<file path="config.mk">
export PLATFORM = sky130hd
export DESIGN_NAME = drone_top_flat
export DESIGN_NICKNAME = d
export VERILOG_FILES = /design/src/rtl/drone_top_if.sv /design/src/rtl/drone_top.sv /design/src/flat_wrapper.sv
export SDC_FILE = /design/constraint.sdc
export NUM_CORES = 1
export LEC_CHECK = 0
export ABC_AREA = 1
export CELL_PAD_IN_SITES_DETAIL_PLACEMENT = 1
export CELL_PAD_IN_SITES_GLOBAL_PLACEMENT = 2
export CORE_ASPECT_RATIO = 1.25
export CORE_UTILIZATION = 30
export CTS_CLUSTER_DIAMETER = 150
export DETAILED_ROUTE_END_ITERATION = 10
export PLACE_DENSITY = 0.88
export SLEW_MARGIN = 20
export SYNTH_ARGS = -nofsm -noshare
export SYNTH_HDL_FRONTEND = slang
export SYNTH_SLANG_ARGS = --single-unit
export TNS_END_PERCENT = 1
</file>
<file path="constraint.sdc">
create_clock -name clk -period 5 [get_ports clk]
set_input_delay 0.75 -clock clk [delete_from_list [all_inputs] [get_ports clk]]
set_output_delay 0.75 -clock clk [all_outputs]
set_load 0.005 [all_outputs]
</file>
<file path="src/rtl/drone_top_if.sv">
// Command/feedback bundle between the flight controller and its surroundings.
interface drone_top_if;
  logic signed [15:0] altcmd;
  logic        [2:0]  dircmd;
  logic signed [15:0] rpm_sense [4];
  logic signed [15:0] mot_set   [4];

  modport master (
    output altcmd,
    output dircmd,
    output rpm_sense,
    input  mot_set
  );

  modport slave (
    input  altcmd,
    input  dircmd,
    input  rpm_sense,
    output mot_set
  );
endinterface

</file>
<file path="src/rtl/drone_top.sv">
// Quad-rotor core: command -> per-motor targets (stage 1), integral loop
// driving the motor setpoints toward those targets (stage 2).
module drone_top #(
  parameter int MAX_RPM   = 10000,
  parameter int DIR_DELTA = 500,
  parameter int KP_SHIFT  = 2
) (
  input  logic        clk,
  input  logic        resetn,
  drone_top_if.slave  bus
);

  localparam logic signed [17:0] MAXR = 18'(MAX_RPM);
  localparam logic signed [15:0] MAX16 = 16'(MAX_RPM);
  localparam logic signed [17:0] DD   = 18'(DIR_DELTA);

  logic signed [17:0] off   [4];
  logic signed [15:0] tgt_q [4];
  logic               kill_q;
  logic signed [15:0] mot_q [4];
  logic signed [17:0] err   [4];
  logic signed [17:0] upd   [4];
  logic signed [17:0] alt18;

  function automatic logic signed [15:0] clamp(input logic signed [17:0] v);
    if (v < 18'sd0)
      return '0;
    else if (v > MAXR)
      return MAX16;
    else
      return v[15:0];
  endfunction

  // Per-motor direction offsets; motors ordered FL, FR, RR, RL.
  always_comb begin
    for (int unsigned i = 0; i < 4; i++) off[i] = '0;
    case (bus.dircmd)
      3'd1: begin off[0] = -DD; off[1] = -DD; off[2] =  DD; off[3] =  DD; end
      3'd2: begin off[0] =  DD; off[1] =  DD; off[2] = -DD; off[3] = -DD; end
      3'd3: begin off[0] = -DD; off[1] =  DD; off[2] =  DD; off[3] = -DD; end
      3'd4: begin off[0] =  DD; off[1] = -DD; off[2] = -DD; off[3] =  DD; end
      3'd5: begin off[0] =  DD; off[1] = -DD; off[2] =  DD; off[3] = -DD; end
      3'd6: begin off[0] = -DD; off[1] =  DD; off[2] = -DD; off[3] =  DD; end
      default: ;
    endcase
  end

  assign alt18 = 18'(bus.altcmd);

  // Stage 1: register clamped targets and the kill flag.
  always_ff @(posedge clk) begin
    if (resetn) begin
      kill_q <= 1'b0;
      for (int unsigned i = 0; i < 4; i++) tgt_q[i] <= '0;
    end else begin
      kill_q <= (bus.altcmd <= 16'sd0);
      for (int unsigned i = 0; i < 4; i++)
        tgt_q[i] <= (bus.altcmd <= 16'sd0) ? '0 : clamp(alt18 + off[i]);
    end
  end

  // Loop error and candidate setpoint; >>> floors, so small negative errors still step down.
  always_comb begin
    for (int unsigned i = 0; i < 4; i++) begin
      err[i] = 18'(tgt_q[i]) - 18'(bus.rpm_sense[i]);
      upd[i] = 18'(mot_q[i]) + (err[i] >>> KP_SHIFT);
    end
  end

  // Stage 2: setpoint integration, forced to zero while killed.
  always_ff @(posedge clk) begin
    if (resetn) begin
      for (int unsigned i = 0; i < 4; i++) mot_q[i] <= '0;
    end else begin
      for (int unsigned i = 0; i < 4; i++)
        mot_q[i] <= kill_q ? '0 : clamp(upd[i]);
    end
  end

  assign bus.mot_set = mot_q;

endmodule

</file>
<file path="src/flat_wrapper.sv">
// flat-port wrapper written by rule: the top's interface ports become plain ports
module drone_top_flat 
#(
  parameter int MAX_RPM   = 10000,
  parameter int DIR_DELTA = 500,
  parameter int KP_SHIFT  = 2
)
  (clk, resetn, bus_altcmd, bus_dircmd, bus_rpm_sense, bus_mot_set);
  drone_top_if bus_i ();
  input  logic clk;
  input  logic resetn;
  input wire logic [$bits(bus_i.altcmd)-1:0] bus_altcmd;
  input wire logic [$bits(bus_i.dircmd)-1:0] bus_dircmd;
  input wire logic [$bits(bus_i.rpm_sense)-1:0] bus_rpm_sense;
  output wire logic [$bits(bus_i.mot_set)-1:0] bus_mot_set;
  assign bus_i.altcmd = bus_altcmd;
  assign bus_i.dircmd = bus_dircmd;
  assign bus_i.rpm_sense = {>>{bus_rpm_sense}};
  assign bus_mot_set = {>>{bus_i.mot_set}};
  drone_top #(.MAX_RPM(MAX_RPM), .DIR_DELTA(DIR_DELTA), .KP_SHIFT(KP_SHIFT)) u_core (.clk(clk), .resetn(resetn), .bus(bus_i));
endmodule
</file>
==> summary by stage, run 1 <==
Synthesis
The most common cell in the synthesized netlist is sky130_fd_sc_hd__nand2_1. In the synthesized netlist, the cells that appear most often are 713 x sky130_fd_sc_hd__nand2_1, 429 x sky130_fd_sc_hd__inv_1, 211 x sky130_fd_sc_hd__nor2_1. Of the total synthesized cell area, the portion taken by XOR and XNOR cells is 0.0526. The distinct cell type count of the synthesized netlist is 46.

The share of the synthesized area in compound gates (AO/OA/AOI/OAI) is 0.101. The simple logic cell fraction of the synthesized area is 0.370. The main combinational cell family by area after synthesis is simple AND/OR/NAND/NOR gates. The largest area contributor in the netlist is sky130_fd_sc_hd__nand2_1. The synthesized design contains 0 enable-type register cells. Ranked by total cell area, the synthesized netlist is headed by sky130_fd_sc_hd__nand2_1 19%, sky130_fd_sc_hd__dfxtp_1 18%, sky130_fd_sc_hd__ha_1 16%. The average instance in the mapped netlist occupies 6.10 um2.

Of the total synthesized cell area, the portion taken by full adders, half adders and majority gates is 0.176. The gate count of the mapped netlist is 2309. Of the post-synthesis cell area, the dominant cell type holds 0.190. In this run, synthesis produced a sequential element count of 129. The most instantiated flip-flop cell in the synthesis netlist is sky130_fd_sc_hd__dfxtp_1. The part of the Yosys area used for sequential elements is 0.183. The Yosys step of the flow raised 0 warnings. The fraction of registers with async set/reset is 0. The combined area of all synthesized cells is 14100 um2. Measured against the total synthesized area, the mux share comes to 0.

Finish
The multi-input combinational cell area is 9930 um2. At the end of the flow, the number of nets in the layout was 2773. The finished cells cover 17000 um2. The layout overhead on the synthesized area is 20.5%. The repair_antennas step left the layout with diodes totalling 0. The final design utilization is 0.367. The sequential cell area is 2580 um2. The number of fill cells in the layout is 6179.

The share of layout cells above drive strength 1 is 0.0383.

Critical path
The required time of the critical path is 5.38 ns. STA classifies the critical path endpoint as a register. The critical-path maximum fanout is 8. STA classifies the critical path startpoint as an input pin. Counting stages on the worst path, the most repeated cell is sky130_fd_sc_hd__nand2_1. The launch instance of the worst register-to-register path is u_core.tgt_q[0][1].

For the worst setup path, the data arrival time is 4.65 ns. The reg-to-reg critical path endpoint is u_core.bus.mot_set[49]. The worst setup path startpoint is bus_rpm_sense[49]. Among all stages on the critical path, the largest delay is contributed by sky130_fd_sc_hd__clkdlybuf4s50_1. For the worst flop-to-flop path, the logic depth is 25. The critical path in this run is classified as input pin to register.

Across all register-to-register paths, the minimum setup slack is 1.25 ns. For this run, the slowest stage of the critical path takes 0.46 ns.

Drt
After detailed routing, no signal wire sits above met4. The number of violations reported at the end of detailed-routing iteration 0 is 450. In the detailed route, the total length drawn on met2 is 23600 um. Summed over all nets, wire length on met3 after detailed routing comes to 1000 um. For this run, design rule violations remaining after detail routing come to 0.

After detailed routing, the average wire length per cell comes to 14.9 um. The count of nets left with antenna violations once routing finished came out at 0. The detailed router placed 14.8k vias in this run. The number of iterations in the first detailed-routing pass is 7. The total wire length is 46200 um. In the final routing, the length of wire on met1 measures 20200 um. Using the TritonRoute via totals, the vias-per-cell ratio works out to 4.77.

Place
The instance area after placement is 16400 um2. At the end of routability-driven placement, the weighted congestion stood at 0.883. The HPWL after detailed placement is 39800 um. Buffers placed on the I/O ports in this run total 148.

OpenSTA, run right after detailed placement, puts the worst setup slack at 0.281 ns.

Floorplanning
For this configuration, the core starts out at a cell density of 0.305. The area of the placeable core is 46200 um2. The die is 196 um wide. The floorplan die area is 47900 um2. The die height is 244 um. For this design the top-level I/O count stands at 149.

The row count is 88.

Clock tree
The clock tree from TritonCTS is yes. The clock edge transition at the registers on the reported setup and hold paths is 0.07 ns. The number of clock sinks is 129.

The number of setup buffers added after CTS is 0. Buffers inserted to repair hold after CTS numbered 0. The longest clock path from root to sink contains 2 buffers.

The post-cts repair resize count is 0. The buffer cell driving the clock tree root is sky130_fd_sc_hd__clkbuf_16. The clock latency of the later-clocked register in the worst-skew pair is 0.45 ns. The total CTS buffers is 17. The H-tree was split into 4 levels.

Min path
The path class of the tightest hold or removal check is register to register. The worst hold path terminates at u_core.bus.mot_set[0]. The worst hold path begins at u_core.bus.mot_set[0].

The number of cells on the worst hold path is 3.

Run status
The flow ran to the end, and the final reports show no timing, DRC or antenna violations.

GRT
The initial antenna violation count came to 0. The sum of overflow across all layers after global routing is 0. The via count of the first global-routing pass is 15.5k. The first global-routing pass estimated 75100 um of wire. Entering global routing, the biggest net connects 17 pins. The global-route total usage across every layer is 0.196.

Flow run
The total of max-cap violations is 0.

Timing
The timing-limited maximum frequency is 0.234 GHz. The clock skew is 0.0151 ns. The number of hold violations in the final report was 0. The worst-case headroom to the max-slew limit is 0.385. At the pin with the least slew margin, the transition time is 0.919 ns. The post-layout worst setup margin is 0.732 ns. The aggregate negative setup slack is 0 ns.

The max-slew violation total from the final report is 0. The final critical delay including setup and external delays is 4.27 ns. Setup repair after global routing left no endpoint under its margin. The final hold slack is 0.631 ns.

The post-route fraction of the period consumed by the critical path is 0.854. Setup violations remaining at the end of the flow were counted as 0.

Power
The ratio of total power to cell area is 297 nW/um2. The cell leakage power is 9.52 nW. The peak ir drop on the vdd network is 0.170 mV.
-- state kept, by name, summed over array words and instances, names as in the netlist --
| name | cells |
|---|---|
| u_core.kill_q | 1 |
| u_core.tgt_q | 64 |
| u_core.bus.mot_set | 64 |
-- stage by stage --
step                total power [mW]  std cells
floorplan                       2.98       2324
global placement                3.68       3061
detailed placement              3.75       3061
CTS                             5.11       3093
global route                    5.47       3093
finish                          5.04       3093
-- cells in the final DEF, fill, tap and decap left out, types with 7 or more instances in the layout --
cell type and n:
sky130_fd_sc_hd__xor2_1 50, sky130_fd_sc_hd__fa_1 8, sky130_fd_sc_hd__nor2_1 211, sky130_fd_sc_hd__a21oi_2 7, sky130_fd_sc_hd__nand2_2 16, sky130_fd_sc_hd__nor2_2 11
sky130_fd_sc_hd__nand3b_1 18, sky130_fd_sc_hd__nand2_1 713, sky130_fd_sc_hd__inv_1 429, sky130_fd_sc_hd__a21oi_1 163, sky130_fd_sc_hd__dfxtp_1 129, sky130_fd_sc_hd__ha_1 185
sky130_fd_sc_hd__and2_1 7, sky130_fd_sc_hd__clkdlybuf4s50_1 148, sky130_fd_sc_hd__xnor2_1 26, sky130_fd_sc_hd__o21bai_1 15, sky130_fd_sc_hd__nor3_1 18, sky130_fd_sc_hd__nand3_1 167
sky130_fd_sc_hd__o21ai_0 38, sky130_fd_sc_hd__clkbuf_16 17, sky130_fd_sc_hd__nand4_1 32, sky130_fd_sc_hd__conb_1 16, sky130_fd_sc_hd__a21o_1 7
-- cell families after synthesis --
kind of cell / count (synthesis)
other: 1
adders and majority gates: 193
and+or+nand+nor: 1218
xor gates and xnor gates: 80
AOI/OAI and AO/OA: 254
buffers and inverters: 434
DFF: 129
-- final cells by class --
class	instances	area share
clock inverters	13	0.00950
well taps	585	0.0431
inverters	432	0.0954
flip-flops and latches	129	0.152
repair buffers	154	0.0898
clock buffers	19	0.0261
multi-input cells	1761	0.584
-- routing by layer --
layer	track usage	vias to the layer above
met4	0.0777	0
met1	0.225	6842
met5	0	-
met3	0.0196	68
li1	-	7674
met2	0.368	185
-- report_power, final --
part | switching, mW | total (mW) | internal (mW)
registers | 0.0670 | 1.19 | 1.12
clock network | 0.522 | 1.32 | 0.796
logic | 1.60 | 2.54 | 0.936
-- worst max-delay path: cells and delay by family --
kind            cells  cell delay [ns]
simple gates       17             1.83
compound gates      4             0.72
fa+ha+maj           2             0.62
buf+inv             3             0.56
xor+xnor            1             0.16
-- how the worst max path moves through the flow --
stage,to
finish,u_core.bus.mot_set[49]
global route,u_core.bus.mot_set[49]
CTS,u_core.bus.mot_set[49]
detailed placement,u_core.bus.mot_set[49]
global placement,u_core.bus.mot_set[51]
floorplan,u_core.bus.mot_set[51]
No activity file was read; power rests on OpenSTA's default activity.
==> run 2: changes to the inputs <==
SLEW_MARGIN = not set   (was 20)
==> results of run 2 <==
No change in the layout: final DEF, timing and power equal those of run 1.
==> run 3: changes to the inputs <==
CORE_ASPECT_RATIO = not set   (was 1.25)
DONT_BUFFER_PORTS = 1   (was not set)
PLACE_DENSITY = 0.81   (was 0.88)
==> run 3 against run 2 <==
Compared with the run above:
- global-route usage is 0.16 points lower
- clock skew is 0.0091 ns lower
- clock power hardly changed
- fmax is 11% higher
- sequential share of layout area is 1.5 points higher
- die area hardly changed
- combinational power is 9.1% lower
- register-to-register slack worse by 0.04 ns
- flip-flop and latch count stayed put
- critical path depth is 6 lower
- clock-buffer cell count stayed put
- routed wire length is 1.7% lower
==> summary by stage, run 3 (synthesis results as in run 1) <==
Clock tree
The maximum buffer depth of the clock tree is 2 (unchanged). The buffer cell driving the clock tree root is sky130_fd_sc_hd__clkbuf_16 (unchanged). The post-cts repair resize count was 0 (unchanged). The total CTS buffers is 17 (unchanged). The clock latency of the later-clocked register in the worst-skew pair is 0.46 ns (was 0.45 ns). The number of setup buffers added after CTS is 0 (unchanged). The hold buffer count at CTS is 0 (unchanged). The level count of the clock H-tree is 4 (unchanged). The number of clock sinks was 129 (unchanged). The clock tree from TritonCTS was yes (unchanged). The clock edge transition at the registers on the reported setup and hold paths is 0.06 ns (was 0.07 ns).

Floorplanning
The area of the placeable core is 46500 um2 (was 46200 um2). The die height came to 219 um (was 244 um). The die width is 219 um (was 196 um). The number of primary I/O pins is 149 (unchanged). The floorplan die area is 47900 um2 (about the same). The initial cell density of the core is 0.303 (was 0.305).

The row count is 79 (was 88).

Power
The cell leakage power is 8.93 nW (was 9.52 nW). The sum of internal, switching and leakage power is 4.81 mW (was 5.04 mW). The peak ir drop on the vdd network is 0.255 mV (was 0.170 mV). The ratio of total power to cell area is 311 nW/um2 (was 297 nW/um2).

Finish
The final layout net count is 2620 (was 2773). The layout overhead on the synthesized area was 9.86% (was 20.5%). The final design utilization is 0.333 (was 0.367).

The number of fill cells in the layout was 6187 (was 6179). The share of layout cells above drive strength 1 is 0.0391 (was 0.0383). The post-route cell area came to 15500 um2 (was 17000 um2). The commonest non-fill, non-tap cell in the layout is sky130_fd_sc_hd__nand2_1 (unchanged). The number of standard cells in the layout, taps in and fillers out is 2962 (was 3093). The final antenna diode count is 0 (unchanged). Commonest cells after routing, fill and taps aside: 713 x sky130_fd_sc_hd__nand2_1, 429 x sky130_fd_sc_hd__inv_1, 211 x sky130_fd_sc_hd__nor2_1, 185 x sky130_fd_sc_hd__ha_1, 167 x sky130_fd_sc_hd__nand3_1 (unchanged).

Timing
The number of hold violations in the final report was 0 (unchanged). The timing-limited maximum frequency was 0.261 GHz (was 0.234 GHz). The worst-case headroom to the max-slew limit is 0.242 (was 0.385).

The final critical delay including setup and external delays is 3.83 ns (was 4.27 ns). The transition time of the tightest slew-check pin is 1.14 ns (was 0.919 ns). The post-layout worst setup margin is 1.17 ns (was 0.732 ns). The aggregate negative setup slack is 0 ns (unchanged). The post-route fraction of the period consumed by the critical path is 0.766 (was 0.854). The number of setup violations in the final report is 0 (unchanged). Setup repair after global routing missed its margin: no (unchanged). The final hold slack came to 0.351 ns (was 0.631 ns). The max-slew violation total from the final report is 0 (unchanged).

The clock skew is 0.00603 ns (was 0.0151 ns).

GRT
The via count of the first global-routing pass came to 14.4k (was 15.5k). The pin count of the biggest net entering global routing is 17 (unchanged). The sum of overflow across all layers after global routing is 0 (unchanged). The global-route total usage across every layer was 0.194 (was 0.196). The first-pass GRT wire length is 73500 um (was 75100 um). The initial antenna violation count is 0 (unchanged).

Drt
The detailed-route via count is 14.0k (was 14.8k). The sum of met2 wire segment lengths after detailed routing came to 21000 um (was 23600 um). The amount of wire on met3 after detailed routing is 1630 um (was 1000 um). The uppermost layer routed was met4 (unchanged). The number of violations reported at the end of detailed-routing iteration 0 came to 394 (was 450). The detail-routed net length per standard cell came to 15.3 um (was 14.9 um). The total wire length was 45400 um (was 46200 um). The wire length on met1 is 21900 um (was 20200 um). The number of DRC violations after detailed routing is 0 (unchanged). The number of iterations in the first detailed-routing pass is 5 (was 7). The detailed-route vias per instance was 4.73 (was 4.77). The count of antenna-violating nets left after detailed routing is 0 (unchanged).

Critical path
The startpoint-to-endpoint class of the critical path is input pin to register (unchanged). The worst setup slack for register-to-register paths is 1.21 ns (was 1.25 ns). The required time of the critical path is 5.39 ns (was 5.38 ns). The capture point of the worst path is u_core.bus.mot_set[19] (was u_core.bus.mot_set[49]). The arrival time at the worst endpoint is 4.21 ns (was 4.65 ns). The worst-case reg-to-reg path depth came to 20 (was 25). The critical-path maximum fanout is 9 (was 8). The launch instance of the worst register-to-register path is u_core.tgt_q[2][1] (was u_core.tgt_q[0][1]). The worst setup path startpoint is bus_rpm_sense[17] (was bus_rpm_sense[49]). The kind of end point of the critical path was a register (unchanged). The reg-to-reg critical path endpoint is u_core.bus.mot_set[19] (was u_core.bus.mot_set[49]). The kind of start point of the critical path is an input pin (unchanged).

Place
The instance area after placement is 14900 um2 (was 16400 um2). The worst slack at placement is 0.666 ns (was 0.281 ns). The HPWL after detailed placement is 39100 um (was 39800 um). The weighted congestion reported at the end of routability-driven placement is 0.834 (was 0.883).

The count of buffers from port buffering is 0 (was 148). The instance count after placement with tap cells included came to 2930 (was 3061).

Min path
The path class of the lowest-slack min-delay path is input pin to register (was register to register).

Flow run
The total of max-cap violations is 0 (unchanged).

Run status
Status: complete, no violations (unchanged).
-- run 3: where the power goes --
part           switching, mW  total (mW)  leakage (nW)  internal, mW
Sequential            0.0858        1.20          1.05          1.12
Clock                  0.535        1.29         0.281         0.757
Combinational           1.53        2.31          7.60         0.782
Total                   2.15        4.81          8.93          2.66
-- run 3: critical path, stage by stage --
cell and delay (ns):
sky130_fd_sc_hd__inv_1 0.05, sky130_fd_sc_hd__ha_1 0.27, sky130_fd_sc_hd__o21ai_0 0.07, sky130_fd_sc_hd__nand2_1 0.16, sky130_fd_sc_hd__nand3_1 0.10, sky130_fd_sc_hd__nand2_1 0.12
sky130_fd_sc_hd__a21oi_1 0.11, sky130_fd_sc_hd__o21ai_0 0.41, sky130_fd_sc_hd__a21boi_0 0.20, sky130_fd_sc_hd__xnor2_1 0.23, sky130_fd_sc_hd__ha_1 0.29, sky130_fd_sc_hd__nand2_1 0.11
sky130_fd_sc_hd__inv_1 0.06, sky130_fd_sc_hd__a21oi_2 0.14, sky130_fd_sc_hd__nand2_1 0.09, sky130_fd_sc_hd__nand2_1 0.10, sky130_fd_sc_hd__nand2_2 0.08, sky130_fd_sc_hd__a21oi_2 0.18
sky130_fd_sc_hd__xor2_2 0.25, sky130_fd_sc_hd__nand4_4 0.24, sky130_fd_sc_hd__a21oi_2 0.20
-- run 3: cell type report --
class	count	area, um2	share of cell area
well taps	607	759	0.0490
inverters	432	1620	0.105
clock inverters	13	136	0.00881
multi-input cells	1761	9930	0.641
repair buffers	1	7.51	0.000485
clock buffers	19	453	0.0292
flip-flops and latches	129	2580	0.167
-- run 3: how the worst min path moves through the flow --
| stage | from | to | slack (ns) | cells after the start |
|---|---|---|---|---|
| after global routing | resetn | u_core.kill_q | 0.33 | 1 |
| after CTS | resetn | u_core.kill_q | 0.32 | 1 |
| after global placement | u_core.bus.mot_set[16] | u_core.bus.mot_set[16] | 0.65 | 3 |
| after floorplan | u_core.bus.mot_set[0] | u_core.bus.mot_set[0] | 0.60 | 3 |
| after detailed placement | u_core.bus.mot_set[16] | u_core.bus.mot_set[16] | 0.67 | 3 |
| final | resetn | u_core.kill_q | 0.35 | 1 |
-- run 3: metal layers --
layer | up-vias | GRT usage
li1 | 7378 | -
met1 | 6453 | 0.249
met2 | 143 | 0.327
met3 | 46 | 0.0360
met4 | 0 | 0.0609
met5 | - | 0
